===== config.mk =====
export PLATFORM = sky130hd
export DESIGN_NAME = frame_crc_insert
export DESIGN_NICKNAME = d
export VERILOG_FILES = /design/src/rtl/frame_crc_insert_pkg.sv /design/src/rtl/frame_crc_insert_crc16_bytes.sv /design/src/rtl/frame_crc_insert.sv
export SDC_FILE = /design/constraint.sdc
export NUM_CORES = 1
export LEC_CHECK = 0
export BUFFER_PORTS_ARGS = -buffer_cell sky130_fd_sc_hd__buf_2
export CAP_MARGIN = 20
export CORE_UTILIZATION = 28
export CTS_BUF_LIST = sky130_fd_sc_hd__clkbuf_8
export CTS_CLUSTER_SIZE = 20
export DETAILED_ROUTE_END_ITERATION = 7
export PLACE_DENSITY = 0.52
export SYNTH_ARGS = -nofsm -noshare
export SYNTH_HDL_FRONTEND = slang
export SYNTH_SLANG_ARGS = --single-unit

===== constraint.sdc =====
create_clock -name clk -period 13.95 [get_ports clk]
set_input_delay 2.0925 -clock clk [delete_from_list [all_inputs] [get_ports clk]]
set_output_delay 2.0925 -clock clk [all_outputs]
set_load 0.01 [all_outputs]

===== src/rtl/frame_crc_insert_pkg.sv =====
// Shared definitions for the CRC-16 inserting stream stage: defaults, beat record
// and a byte-serial CRC-16 step (MSB-first, no reflection).
package frame_crc_insert_pkg;
  localparam logic [15:0] CRC_POLY_DEF = 16'h1021;
  localparam logic [15:0] CRC_INIT_DEF = 16'hFFFF;

  typedef struct packed {
    logic [3:0][7:0] data;  // data[3] is byte 0 (first on the wire)
    logic [2:0]      keep;
    logic            last;
  } beat_t;

  function automatic logic [15:0] crc16_byte(input logic [15:0] crc, input logic [7:0] b,
                                             input logic [15:0] poly);
    logic [15:0] c;
    c = crc ^ {b, 8'h00};
    for (int i = 0; i < 8; i++)
      c = c[15] ? ((c << 1) ^ poly) : (c << 1);
    return c;
  endfunction
endpackage


===== src/rtl/frame_crc_insert_crc16_bytes.sv =====
// Combinational CRC-16 advance over the first cnt bytes of data (data[NB-1] first).
module crc16_bytes
  import frame_crc_insert_pkg::*;
#(
  parameter logic [15:0] POLY = CRC_POLY_DEF,
  parameter int          NB   = 4
) (
  input  logic [15:0]             crc_in,
  input  logic [NB-1:0][7:0]      data,
  input  logic [$clog2(NB+1)-1:0] cnt,
  output logic [15:0]             crc_out
);
  always_comb begin
    crc_out = crc_in;
    for (int i = 0; i < NB; i++)
      if (i < int'(cnt)) crc_out = crc16_byte(crc_out, data[NB-1-i], POLY);
  end
endmodule


===== src/rtl/frame_crc_insert.sv =====
// Overwrites the last two bytes of each frame with CRC-16/CCITT-FALSE of the rest.
// Hold register H delays each beat until the next one reveals where the frame ends.
module frame_crc_insert
  import frame_crc_insert_pkg::*;
#(
  parameter logic [15:0] CRC_POLY = CRC_POLY_DEF,
  parameter logic [15:0] CRC_INIT = CRC_INIT_DEF
) (
  input  logic        clk,
  input  logic        rst,
  input  logic [31:0] s_axis_tdata,
  input  logic [3:0]  s_axis_tkeep,
  input  logic        s_axis_tvalid,
  input  logic        s_axis_tlast,
  output logic        s_axis_tready,
  output logic [31:0] m_axis_tdata,
  output logic [3:0]  m_axis_tkeep,
  output logic        m_axis_tvalid,
  output logic        m_axis_tlast,
  input  logic        m_axis_tready,
  output logic [15:0] frame_cnt,
  output logic        err_pulse
);
  beat_t           h, o, h_nxt, o_nxt;
  logic            h_vld, o_vld, h_good, o_good;
  logic [15:0]     crc_r, crc_base, crc_adv;
  logic [1:0]      byte_cnt, pidx;
  logic            o_free, accept, h_move, pend_v, bad_keep, short_frm, patch;
  logic [2:0]      k, nb, n, total;
  logic [3:0][7:0] cvec;

  assign o_free        = m_axis_tready || !o_vld;
  assign s_axis_tready = !rst && o_free;
  assign accept        = s_axis_tready && s_axis_tvalid;
  assign h_move        = o_free && h_vld && (accept || h.last);
  // crc_r covers the frame up to, but not including, the last valid byte held in H
  assign pend_v        = h_vld && !h.last;
  assign pidx          = 2'(3'd4 - h.keep);

  assign bad_keep  = (s_axis_tkeep == 4'd0) || (s_axis_tkeep > 4'd4);
  assign k         = bad_keep ? 3'd4 : s_axis_tkeep[2:0];
  assign total     = {1'b0, byte_cnt} + k;
  assign short_frm = s_axis_tlast && (total < 3'd3);
  assign patch     = s_axis_tlast && !short_frm;

  // Bytes fed this beat: H's pending byte (unless it turns out to be a CRC slot),
  // then the new beat minus its last byte, or minus its two CRC slots on tlast.
  assign nb       = s_axis_tlast ? ((k >= 3'd2) ? k - 3'd2 : 3'd0) : k - 3'd1;
  assign n        = !pend_v ? nb : (s_axis_tlast && k == 3'd1) ? 3'd0 : nb + 3'd1;
  assign cvec     = pend_v ? {h.data[pidx], s_axis_tdata[31:8]} : s_axis_tdata;
  assign crc_base = pend_v ? crc_r : CRC_INIT;

  crc16_bytes #(.POLY(CRC_POLY), .NB(4)) u_crc (
    .crc_in (crc_base),
    .data   (cvec),
    .cnt    (n),
    .crc_out(crc_adv)
  );

  always_comb begin
    h_nxt.data = s_axis_tdata;
    h_nxt.keep = k;
    h_nxt.last = s_axis_tlast;
    if (patch)
      case (k)
        3'd1:    h_nxt.data[3]   = crc_adv[7:0];
        3'd2:    h_nxt.data[3:2] = crc_adv;
        3'd3:    h_nxt.data[2:1] = crc_adv;
        default: h_nxt.data[1:0] = crc_adv;
      endcase
    o_nxt = h;
    // one-byte tail: CRC high byte lands in the beat leaving H this cycle
    if (accept && patch && k == 3'd1) o_nxt.data[pidx] = crc_adv[15:8];
  end

  always_ff @(posedge clk) begin
    if (rst) begin
      h         <= '0;
      o         <= '0;
      h_vld     <= 1'b0;
      o_vld     <= 1'b0;
      h_good    <= 1'b0;
      o_good    <= 1'b0;
      crc_r     <= CRC_INIT;
      byte_cnt  <= 2'd0;
      frame_cnt <= 16'd0;
      err_pulse <= 1'b0;
    end else begin
      err_pulse <= accept && (bad_keep || short_frm);
      if (o_vld && m_axis_tready && o.last && o_good) frame_cnt <= frame_cnt + 16'd1;
      if (h_move) begin
        o      <= o_nxt;
        o_good <= h_good;
        o_vld  <= 1'b1;
      end else if (m_axis_tready) begin
        o_vld  <= 1'b0;
      end
      if (accept) begin
        h        <= h_nxt;
        h_vld    <= 1'b1;
        h_good   <= patch;
        crc_r    <= s_axis_tlast ? CRC_INIT : crc_adv;
        byte_cnt <= s_axis_tlast ? 2'd0 : (total >= 3'd3) ? 2'd3 : total[1:0];
      end else if (h_move) begin
        h_vld    <= 1'b0;
      end
    end
  end

  assign m_axis_tdata  = o.data;
  assign m_axis_tkeep  = {1'b0, o.keep};
  assign m_axis_tvalid = o_vld;
  assign m_axis_tlast  = o.last;
endmodule


# ---- Word-level counts from Yosys, hierarchy flattened
# Index checks and enable logic that the tools add are counted.
dict set report classes {
  mux 61
  div_mod_pow 0
  add_sub_neg 6
  n_reduce_logical 28
  n_lt_le_gt_ge 10
  eq_ne 3
  shifts 0
  n_bitwise 36
  n_mul 0
}
# operator n
set op_table {}
lappend op_table {{$mux W13} 32}
lappend op_table {{$mux W16} 6}
lappend op_table {{$mux W32} 3}
lappend op_table {{$not A3 Y3} 32}
lappend op_table {{$xor A16 B16 Y16} 4}
lappend op_table {{$pmux W8 S2} 3}
lappend op_table {{$bwmux W32} 1}
lappend op_table {{$mux W8} 3}
lappend op_table {{$add A16 B1 Y16 const B} 1}
lappend op_table {{$bmux W8 S2} 1}
lappend op_table {{$demux W8 S2} 1}
lappend op_table {{$logic_and A1 B1 Y1} 15}
lappend op_table {{$mux W3} 5}
lappend op_table {{$eq A3 B2 Y1 const B} 2}
lappend op_table {{$ge A3 B2 Y1 const B} 2}
lappend op_table {{$lt A1 B3 Y1 const A} 2}
lappend op_table {{$lt A2 B3 Y1 const A} 2}
lappend op_table {{$gt A4 B3 Y1 const B} 1}
lappend op_table {{$logic_not A1 Y1} 4}
lappend op_table {{$logic_not A4 Y1} 1}
lappend op_table {{$logic_or A1 B1 Y1} 4}
lappend op_table {{$mux W1} 4}
lappend op_table {{$mux W2} 2}
lappend op_table {{$reduce_bool A2 Y1} 2}
lappend op_table {{other kinds (11)} 11}
dict set report totals {
  mem_count 0
  romBits 0
  register_bits 111
  latch_bits 0
  ram_bits 0
}

# ---- Longest topological paths before layout
# Gate-level depths: netlist of run 1.
dict set report logic_depth {
  word_depth 78
  mapped_depth 24
  mapped_depth_nobuf 23
}

# ---- Hierarchy
# Synthesis of run 1 repeated with hierarchy kept, for this count alone.
dict set report unflattened {
  cells_unflattened 1033
  hier_area_um2 8431.8
}
# module area_each_um2 instances cells_each
set by_module_without_submodules {}
lappend by_module_without_submodules {frame_crc_insert 5856.9 1 731}
lappend by_module_without_submodules {crc16_bytes 2575.0 1 302}

# ---- Worst setup path before layout of run 1
# Ideal clock, no wire load.
dict set report synth_path {
  path_type {input to register}
  start {input s_axis_tkeep[2]}
  end {register h[25] (netlist bit)}
  n_path_buf 1
  setup_time_ps 80
  path_slack_ps 6431
  cell_stages 22
  arrival_time_ps 7439
  path_cell_list {nor2_2 > nand2_1 > inv_1 > ha_1 > nor2_1 > a31oi_2 > ha_1 > buf_2 > xor2_1 > or4b_1 > a21o_1 > a21o_1 > o22ai_1 > xnor3_1 > xnor3_1 > and3_4 > o31ai_4 > xor2_2 > xnor3_1 > mux2i_1 > a221oi_1 > a211oi_2}
}
# item line_no
set synth_lines {}
lappend synth_lines {{start: declaration} frame_crc_insert.sv:12} ;# input logic [3:0] s_axis_tkeep,
lappend synth_lines {{end signal: assignment} frame_crc_insert.sv:99} ;# h <= h_nxt;
lappend synth_lines {{end: declaration} frame_crc_insert.sv:24} ;# beat_t h, o, h_nxt, o_nxt;

==> key figures, run 1 <==
Run status
  • Status: finished clean

Synthesis
  • Cell taking the most area after synthesis: dfxtp_1
  • Ys flop type: dfxtp_1
  • Seq/Total Area, Yosys: 25.4%
  • Share of flip-flops with an asynchronous set or reset: 0%
  • Average size of a mapped cell: 8.03 um2
  • Number of synthesized flops with an enable pin: 0
  • Synthesized area: 8750 um2
  • Synth cell types: 97
  • Net Count, Synth: 1142
  • Ys Warns: 0
  • Cell count after synthesis: 1089
  • Top cells by area, synth: dfxtp_1, xnor2_1, nor2_1
  • Yosys top cell area share: 25.4%
  • Yosys reg bits: 111

Timing
  • Clock Skews: 0.0174 ns
  • Max-slew violation count: 0
  • Slew HR: 32.2%
  • Fmax: 114 MHz
  • Part of the cycle the worst path needs: 62.6%
  • Post-route setup TNS: 0 ns
  • Post-layout min period: 8.74 ns
  • Measured slew at the worst slew-check pin: 1.01 ns
  • Final Hold Viols: 0
  • Setup violators final: 0
  • RSZ-0062 raised after global routing: no

Hold path
  • HP Class: flip-flop to flip-flop

Setup path
  • Critical path's top delay family: compound AO/OA/AOI/OAI gates
  • Crit path buf inv count: 2
  • CP max stage cell: o21ai_0
  • CP Launch Type: input port
  • Crit Path Category: input port to flip-flop
  • Max incr delay on CP: 0.67 ns
  • Crit. End Element: flip-flop
  • Arrival @ worst endpoint: 9.05 ns
  • CP most frequent cell: ha_1
  • CP Max Fanout: 8
  • Setup slack, reg-to-reg: 7.04 ns
  • CP cell instances: buf_2, nor2_2, nand2_1, inv_1, ha_1, nor2_1, a31oi_2, ha_1, xor2_1, or4b_1, a21oi_1, o21ai_1, o32ai_1, or2_2, o22ai_1, o31ai_2, xor3_1, a221oi_4, xnor2_2, xnor2_1, o21ai_0, a221oi_1, nor4_1
  • WP data required: 14.26 ns

Floorplanning
  • Total die area: 32000 um2
  • Chip Height: 179 um
  • Ports: 97
  • Die Width: 179 um
  • Starting Density: 28.5%
  • Core ar.: 30700 um2
  • Placement row count: 64

Job
  • MaxCap Viol Count: 0

CTS
  • Cts repair resizes: 0
  • Post-CTS Hold Fix Bufs: 0
  • Worst skew pair latency: 0.39 ns
  • H-tree levels: 3
  • Maximum clock path buffer count: 2
  • CTS sink count: 111
  • Worst-path clk slew: 0.12 ns
  • Clock root buffer: clkbuf_8
  • CTS tree: done
  • Total CTS buffers: 9
  • Number of post-CTS setup repair buffers: 0

Detailed routing
  • Post-route DRC: 0
  • Top sig layer: met4
  • Via density: 5.59
  • WL final: 33.4 mm
  • Post-route ant nets: 0
  • Met3 wire len: 2.60 mm
  • DRT Pass-1 Iters: 6
  • Metal-1 WL: 15.1 mm
  • Via Count: 8573
  • Routed met2 length: 14.7 mm
  • DR iter-0 viols: 915
  • Post-DR wirelength/cell: 21.8 um

Final layout
  • # nets final: 1185
  • Fin util: 31.6%
  • Proportion of layout cells with a drive suffix above 1: 15.7%
  • Antenna cells: 0
  • Area Growth Syn to Fin: 10.7%

Global routing
  • Pin count of the biggest net entering global routing: 62
  • Initial antenna violation count: 0
  • Vias in the first global route: 8016
  • GRT Overall Usage: 21.0%
  • Gr ovfl total: 0
  • First-pass GRT wire length: 50.2 mm

Pwr
  • Lkg Pwr: 3.72 nW
  • Maximum VDD drop: 171 uV
  • Pwr dens: 257 nW/um2

Placement
  • Port Buffer Count: 95
  • Post-DP HPWL: 25.5 mm
  • Routability cong.: 0.973
state kept, by name (all words and copies together), names as in the netlist:
signal / count
h_good: 1
err_pulse: 1
m_axis_tkeep: 3
m_axis_tlast: 1
crc_r: 16
byte_cnt: 2
h: 36
h_vld: 1
m_axis_tvalid: 1
m_axis_tdata: 32
frame_cnt: 16
o_good: 1
cell usage after synthesis, drive strengths merged, types with 11 or more instances:
| cell | instances |
|---|---|
| a211oi | 21 |
| a21oi | 76 |
| a221oi | 14 |
| and3 | 13 |
| buf | 19 |
| clkbuf | 54 |
| dfxtp | 111 |
| ha | 11 |
| inv | 13 |
| mux2i | 37 |
| nand2 | 125 |
| nand2b | 16 |
| nand3 | 22 |
| nor2 | 142 |
| nor3 | 28 |
| nor4 | 12 |
| o211ai | 15 |
| o21ai | 66 |
| o22ai | 13 |
| xnor2 | 71 |
| xnor3 | 11 |
| xor2 | 45 |
cells by family (layout without fill, tap and decap cells):
| logic type | Yosys count | after routing | synth area share, % |
|---|---|---|---|
| muxes | 47 | 47 | 6.74 |
| xor gates and xnor gates | 131 | 131 | 16.8 |
| adders and majority gates | 12 | 12 | 1.80 |
| AOI/OAI and AO/OA | 301 | 301 | 24.3 |
| buffers and inverters | 86 | 134 | 4.03 |
| and+or+nand+nor | 400 | 400 | 20.9 |
| other | 1 | 1 | 0.0429 |
| DFF | 111 | 111 | 25.4 |
routing by layer:
metal,up-vias,GRT usage (%)
met5,-,0.801
li1,4033,-
met3,43,4.03
met4,0,5.93
met2,360,32.0
met1,4137,29.6
cells in the final DEF, fill, tap and decap left out, drive strengths merged, types with 8 or more instances in the layout:
master and count:
nand3 22, mux2i 37, ha 11, or3 10, nor4 12, o211ai 15, buf 105, o21ai 66
a211oi 21, nor3 28, o22ai 13, xnor3 11, xor2 45, nand2b 16, and3 13, dfxtp 111
inv 16, a22oi 9, a21oi 76, o31ai 9, nand2 125, nor2 142, mux4 8, xnor2 71
a221oi 14, clkbuf 9
worst paths after layout:
path / from / to / depth (start not counted)
min: m_axis_tdata[30]$_SDFFE_PP0P_ / m_axis_tdata[30]$_SDFFE_PP0P_ / 2
min reg2reg: m_axis_tdata[30]$_SDFFE_PP0P_ / m_axis_tdata[30]$_SDFFE_PP0P_ / 2
max: s_axis_tkeep[2] / h[23]$_SDFFE_PP0P_ / 23
max reg2reg: h[1]$_SDFFE_PP0P_ / h[23]$_SDFFE_PP0P_ / 16
area by class of cell:
cell class | instances | area (um2)
Tap cell | 396 | 495
Sequential cell | 111 | 2220
Clock inverter | 7 | 57.6
Multi-Input combinational cell | 892 | 6180
Timing Repair Buffer | 105 | 553
Fill cell | 3336 | 21000
Inverter | 13 | 48.8
Clock buffer | 9 | 124
metrics by stage:
stage	cells	setup WS, ns	power (mW)	hold WS, ns	instance area, um2
2_1_floorplan	1089	6.43	1.80	0.432	8750
3_3_place_gp	1517	4.95	2.28	0.445	9500
3_5_place_dp	1517	4.88	2.25	0.450	9500
4_1_cts	1533	5.29	2.46	0.468	9680
5_1_grt	1533	4.75	2.63	0.490	9680
6_report	1533	5.21	2.49	0.465	9680
power by group:
| group | switching (mW) | total [mW] | internal [mW] |
|---|---|---|---|
| sequential | 0.0447 | 0.397 | 0.352 |
| clock | 0.124 | 0.191 | 0.0675 |
| combinational | 1.13 | 1.90 | 0.769 |
| total | 1.30 | 2.49 | 1.19 |
tightest hold or removal path, stage by stage, from the launching register on:
cell	delay, ns
dfxtp_1	0.33
nand2_1	0.05
a21oi_1	0.05
(Power assumes the default switching activity.)
==> run 2, diff against run 1 <==
ABC_AREA = 1   (was not set)
clock period = 8.8 ns   (was 13.95 ns; I/O delays follow)
==> run 2 against run 1 <==
Against the previous run:
- non-clock buffer count down 5
- wire length up 7.8%
- via count up 22%
- design area up 5.1%
- core utilization down 0.36 points
- register-to-register slack worse by 4.0 ns
- global-route usage up 0.13 points
- clock skew up 0.0034 ns
- final cell count up 35%
- setup slack worse by 3.1 ns
- area after synthesis up 6.2%
==> key figures, run 2 <==
Run status
  • Status: finished clean

Timing
  • Setup violators final: 0 (unchanged)
  • Part of the cycle the worst path needs: 76.5%
  • Max-slew violation count: 0 (unchanged)
  • Measured slew at the worst slew-check pin: 1.04 ns (+0.0246 ns)
  • Fmax: 149 MHz
  • Post-layout min period: 6.73 ns
  • Post-route setup TNS: 0 ns (unchanged)
  • RSZ-0062 raised after global routing: no
  • Final Hold Viols: 0 (unchanged)
  • Clock Skews: 0.0208 ns (+0.00341 ns)
  • Slew HR: 30.4% (-1.8 points)

Placement
  • Post-DP HPWL: 28.3 mm (+11%)
  • Routability cong.: 0.954 (-1.9%)
  • Port Buffer Count: 95 (unchanged)

Global routing
  • Vias in the first global route: 9630 (+20%)
  • Gr ovfl total: 0 (unchanged)
  • Initial antenna violation count: 0 (unchanged)
  • GRT Overall Usage: 21.1% (+0.13 points)
  • First-pass GRT wire length: 54.5 mm (+8.5%)
  • Pin count of the biggest net entering global routing: 78 (+26%)

Synthesis
  • Number of synthesized flops with an enable pin: 0 (unchanged)
  • Net Count, Synth: 1622 (+42%)
  • Synth top cells by count: nand2_1, nand3_1, inv_1
  • Average size of a mapped cell: 5.92 um2 (-26%)
  • Ys flop type: dfxtp_1
  • Top cells by area, synth: dfxtp_1, nand2_1, nand3_1
  • Cell with the most instances after synthesis: nand2_1
  • Seq/Total Area, Yosys: 23.9% (-1.5 points)
  • Yosys top cell area share: 23.9% (-1.5 points)
  • Ys Warns: 0 (unchanged)
  • Synthesized area: 9290 um2 (+6.2%)
  • Cell count after synthesis: 1569 (+44%)
  • Yosys reg bits: 111 (unchanged)
  • Share of flip-flops with an asynchronous set or reset: 0% (unchanged)
  • Cell taking the most area after synthesis: dfxtp_1
  • Synth cell types: 56 (-42%)

CTS
  • Maximum clock path buffer count: 2 (unchanged)
  • CTS tree: done
  • Total CTS buffers: 9 (unchanged)
  • Clock root buffer: clkbuf_8
  • Worst skew pair latency: 0.40 ns (about the same)
  • Post-CTS Hold Fix Bufs: 0 (unchanged)
  • CTS sink count: 111 (unchanged)
  • H-tree levels: 3 (unchanged)
  • Worst-path clk slew: 0.11 ns (about the same)
  • Cts repair resizes: 0 (unchanged)
  • Number of post-CTS setup repair buffers: 0 (unchanged)

Detailed routing
  • Post-route ant nets: 0 (unchanged)
  • Via Count: 10453 (+22%)
  • DRT Pass-1 Iters: 5 (-1)
  • WL final: 35.9 mm (+7.8%)
  • DR iter-0 viols: 1060 (+16%)
  • Via density: 5.06 (-9.4%)
  • Post-DR wirelength/cell: 17.4 um (-20%)
  • Post-route DRC: 0 (unchanged)

Setup path
  • CP most frequent cell: nand2_2
  • Arrival @ worst endpoint: 6.97 ns (-2.08 ns)
  • CP max stage cell: nand2_2
  • Crit Path Category: input port to flip-flop
  • CP Launch Type: input port
  • Crit path buf inv count: 5 (+3)
  • Max incr delay on CP: 0.54 ns (-0.13 ns)
  • CP Max Fanout: 24 (+16)
  • Crit. End Element: flip-flop
  • Critical path's top delay family: simple AND/OR/NAND/NOR gates
  • WP data required: 9.04 ns (-5.22 ns)

Final layout
  • Fin util: 31.2% (-0.36 points)
  • Commonest non-fill, non-tap cell in the layout: nand2_1
  • Area Growth Syn to Fin: 9.58%
  • Fill count: 3779 (+13%)
  • Commonest cells after routing, fill and taps aside: nand2_1, nand3_1, inv_1, nor2_1, dfxtp_1
  • Proportion of layout cells with a drive suffix above 1: 16.0% (+0.29 points)
  • # nets final: 1670 (+41%)
  • Largest register FFs: 36 (unchanged)
  • Largest reg by FF count: h
  • Antenna cells: 0 (unchanged)

Pwr
  • Switching Fraction: 53.9% (+1.6 points)
  • Clock share of power: 15.0% (+7.3 points)
  • Logic pwr share: 60.7% (-16 points)
  • Maximum VDD drop: 85.6 uV (-50%)
  • Psw: 1.22 mW (-6.4%)
  • Flop pwr share: 24.3% (+8.4 points)
  • Final Power: 2.26 mW (-9.2%)
  • Internal power: 1.04 mW (-12%)
  • Lkg Pwr: 4.67 nW (+26%)
  • Pwr dens: 222 nW/um2 (-14%)

Floorplanning
  • Chip Height: 184 um (+3.0%)
  • Die Width: 184 um (+3.0%)
  • Core ar.: 32600 um2 (+6.4%)
  • Ports: 97 (unchanged)
  • Total die area: 33900 um2 (+6.1%)
  • Placement row count: 66 (+3.1%)
  • Starting Density: 28.5% (-0.048 points)

Job
  • MaxCap Viol Count: 0 (unchanged)

Hold path
  • HP Class: flip-flop to flip-flop
run 2: changes by cell type in the layout (fill, tap and decap cells not counted), moves of 17 or more:
cell      previous run  this run
nand3_2              0        28
a21oi_1             73       104
nor3_1              27        10
o21ai_1              7        27
xnor2_1             63         2
inv_1               12       141
nand2_1            125       472
xor2_1              41         5
o21ai_0             57        86
mux2i_1             35         0
nand3_1             22       213
nand2_2              0        62
a211oi_1            20         1
nor2_1             140       111
run 2: logic make-up (layout without fill, tap and decap cells):
group,after synthesis,in the layout,synth area share (%)
buffers and inverters,229,282,11.0
adders and majority gates,12,12,1.70
xor gates and xnor gates,7,7,0.660
AOI/OAI and AO/OA,259,259,15.1
DFF,111,111,23.9
and+or+nand+nor,950,950,47.5
other,1,1,0.0404
run 2: final timing paths:
kind	start	endpoint	slack (ns)	depth (start not counted)
setup / recovery	s_axis_tkeep[2]	h[11]$_SDFFE_PP0P_	2.07	36
hold / removal	m_axis_tdata[11]$_SDFFE_PP0P_	m_axis_tdata[11]$_SDFFE_PP0P_	0.47	2
setup reg to reg	h[1]$_SDFFE_PP0P_	m_axis_tdata[23]$_SDFFE_PP0P_	3.07	33
hold reg to reg	m_axis_tdata[11]$_SDFFE_PP0P_	m_axis_tdata[11]$_SDFFE_PP0P_	0.47	2
run 2: worst register-to-register path: cells and delay by family, from the launching register on:
kind | cells | cell delay (ns)
AND/OR/NAND/NOR | 28 | 3.20
AO/OA/AOI/OAI | 2 | 0.46
buffers and inverters | 2 | 0.42
adder cells (fa/ha/maj) | 1 | 0.58
flip-flops | 1 | 0.91
run 2: area by class of cell:
class	instances	area [um2]	share of cell area [%]
clock buffers	9	124	1.22
clock inverters	7	88.8	0.873
repair buffers	100	513	5.04
flip-flops and latches	111	2220	21.8
well taps	442	553	5.43
inverters	166	634	6.23
multi-input cells	1229	6040	59.4
run 2: through the flow:
stage	setup WS [ns]	cells	area, um2	hold slack (ns)
6_report	2.07	2064	10200	0.471
5_1_grt	1.49	2064	10200	0.486
4_1_cts	2.18	2064	10200	0.473
3_5_place_dp	1.77	2048	9970	0.456
3_3_place_gp	1.82	2048	9970	0.452
2_1_floorplan	3.68	1569	9290	0.445
run 2: power groups by stage:
| stage | logic, mW | clock network, mW | registers [mW] |
|---|---|---|---|
| 2_1_floorplan | 0.990 | 0 | 0.553 |
| 3_3_place_gp | 1.35 | 0 | 0.561 |
| 3_5_place_dp | 1.35 | 0 | 0.561 |
| 4_1_cts | 1.36 | 0.347 | 0.550 |
| 5_1_grt | 1.52 | 0.369 | 0.553 |
| 6_report | 1.37 | 0.339 | 0.550 |
run 2: routing by layer:
metal / routed length, um / vias to the layer above / part of all wire [%] / global-route usage [%]
met2: 16300 / 327 / 45 / 34.4
met4: 829 / 0 / 2.3 / 5.50
met1: 16800 / 4881 / 47 / 29.2
met5: 0 / - / 0 / 0
li1: - / 5209 / - / -
met3: 1950 / 36 / 5.4 / 2.53
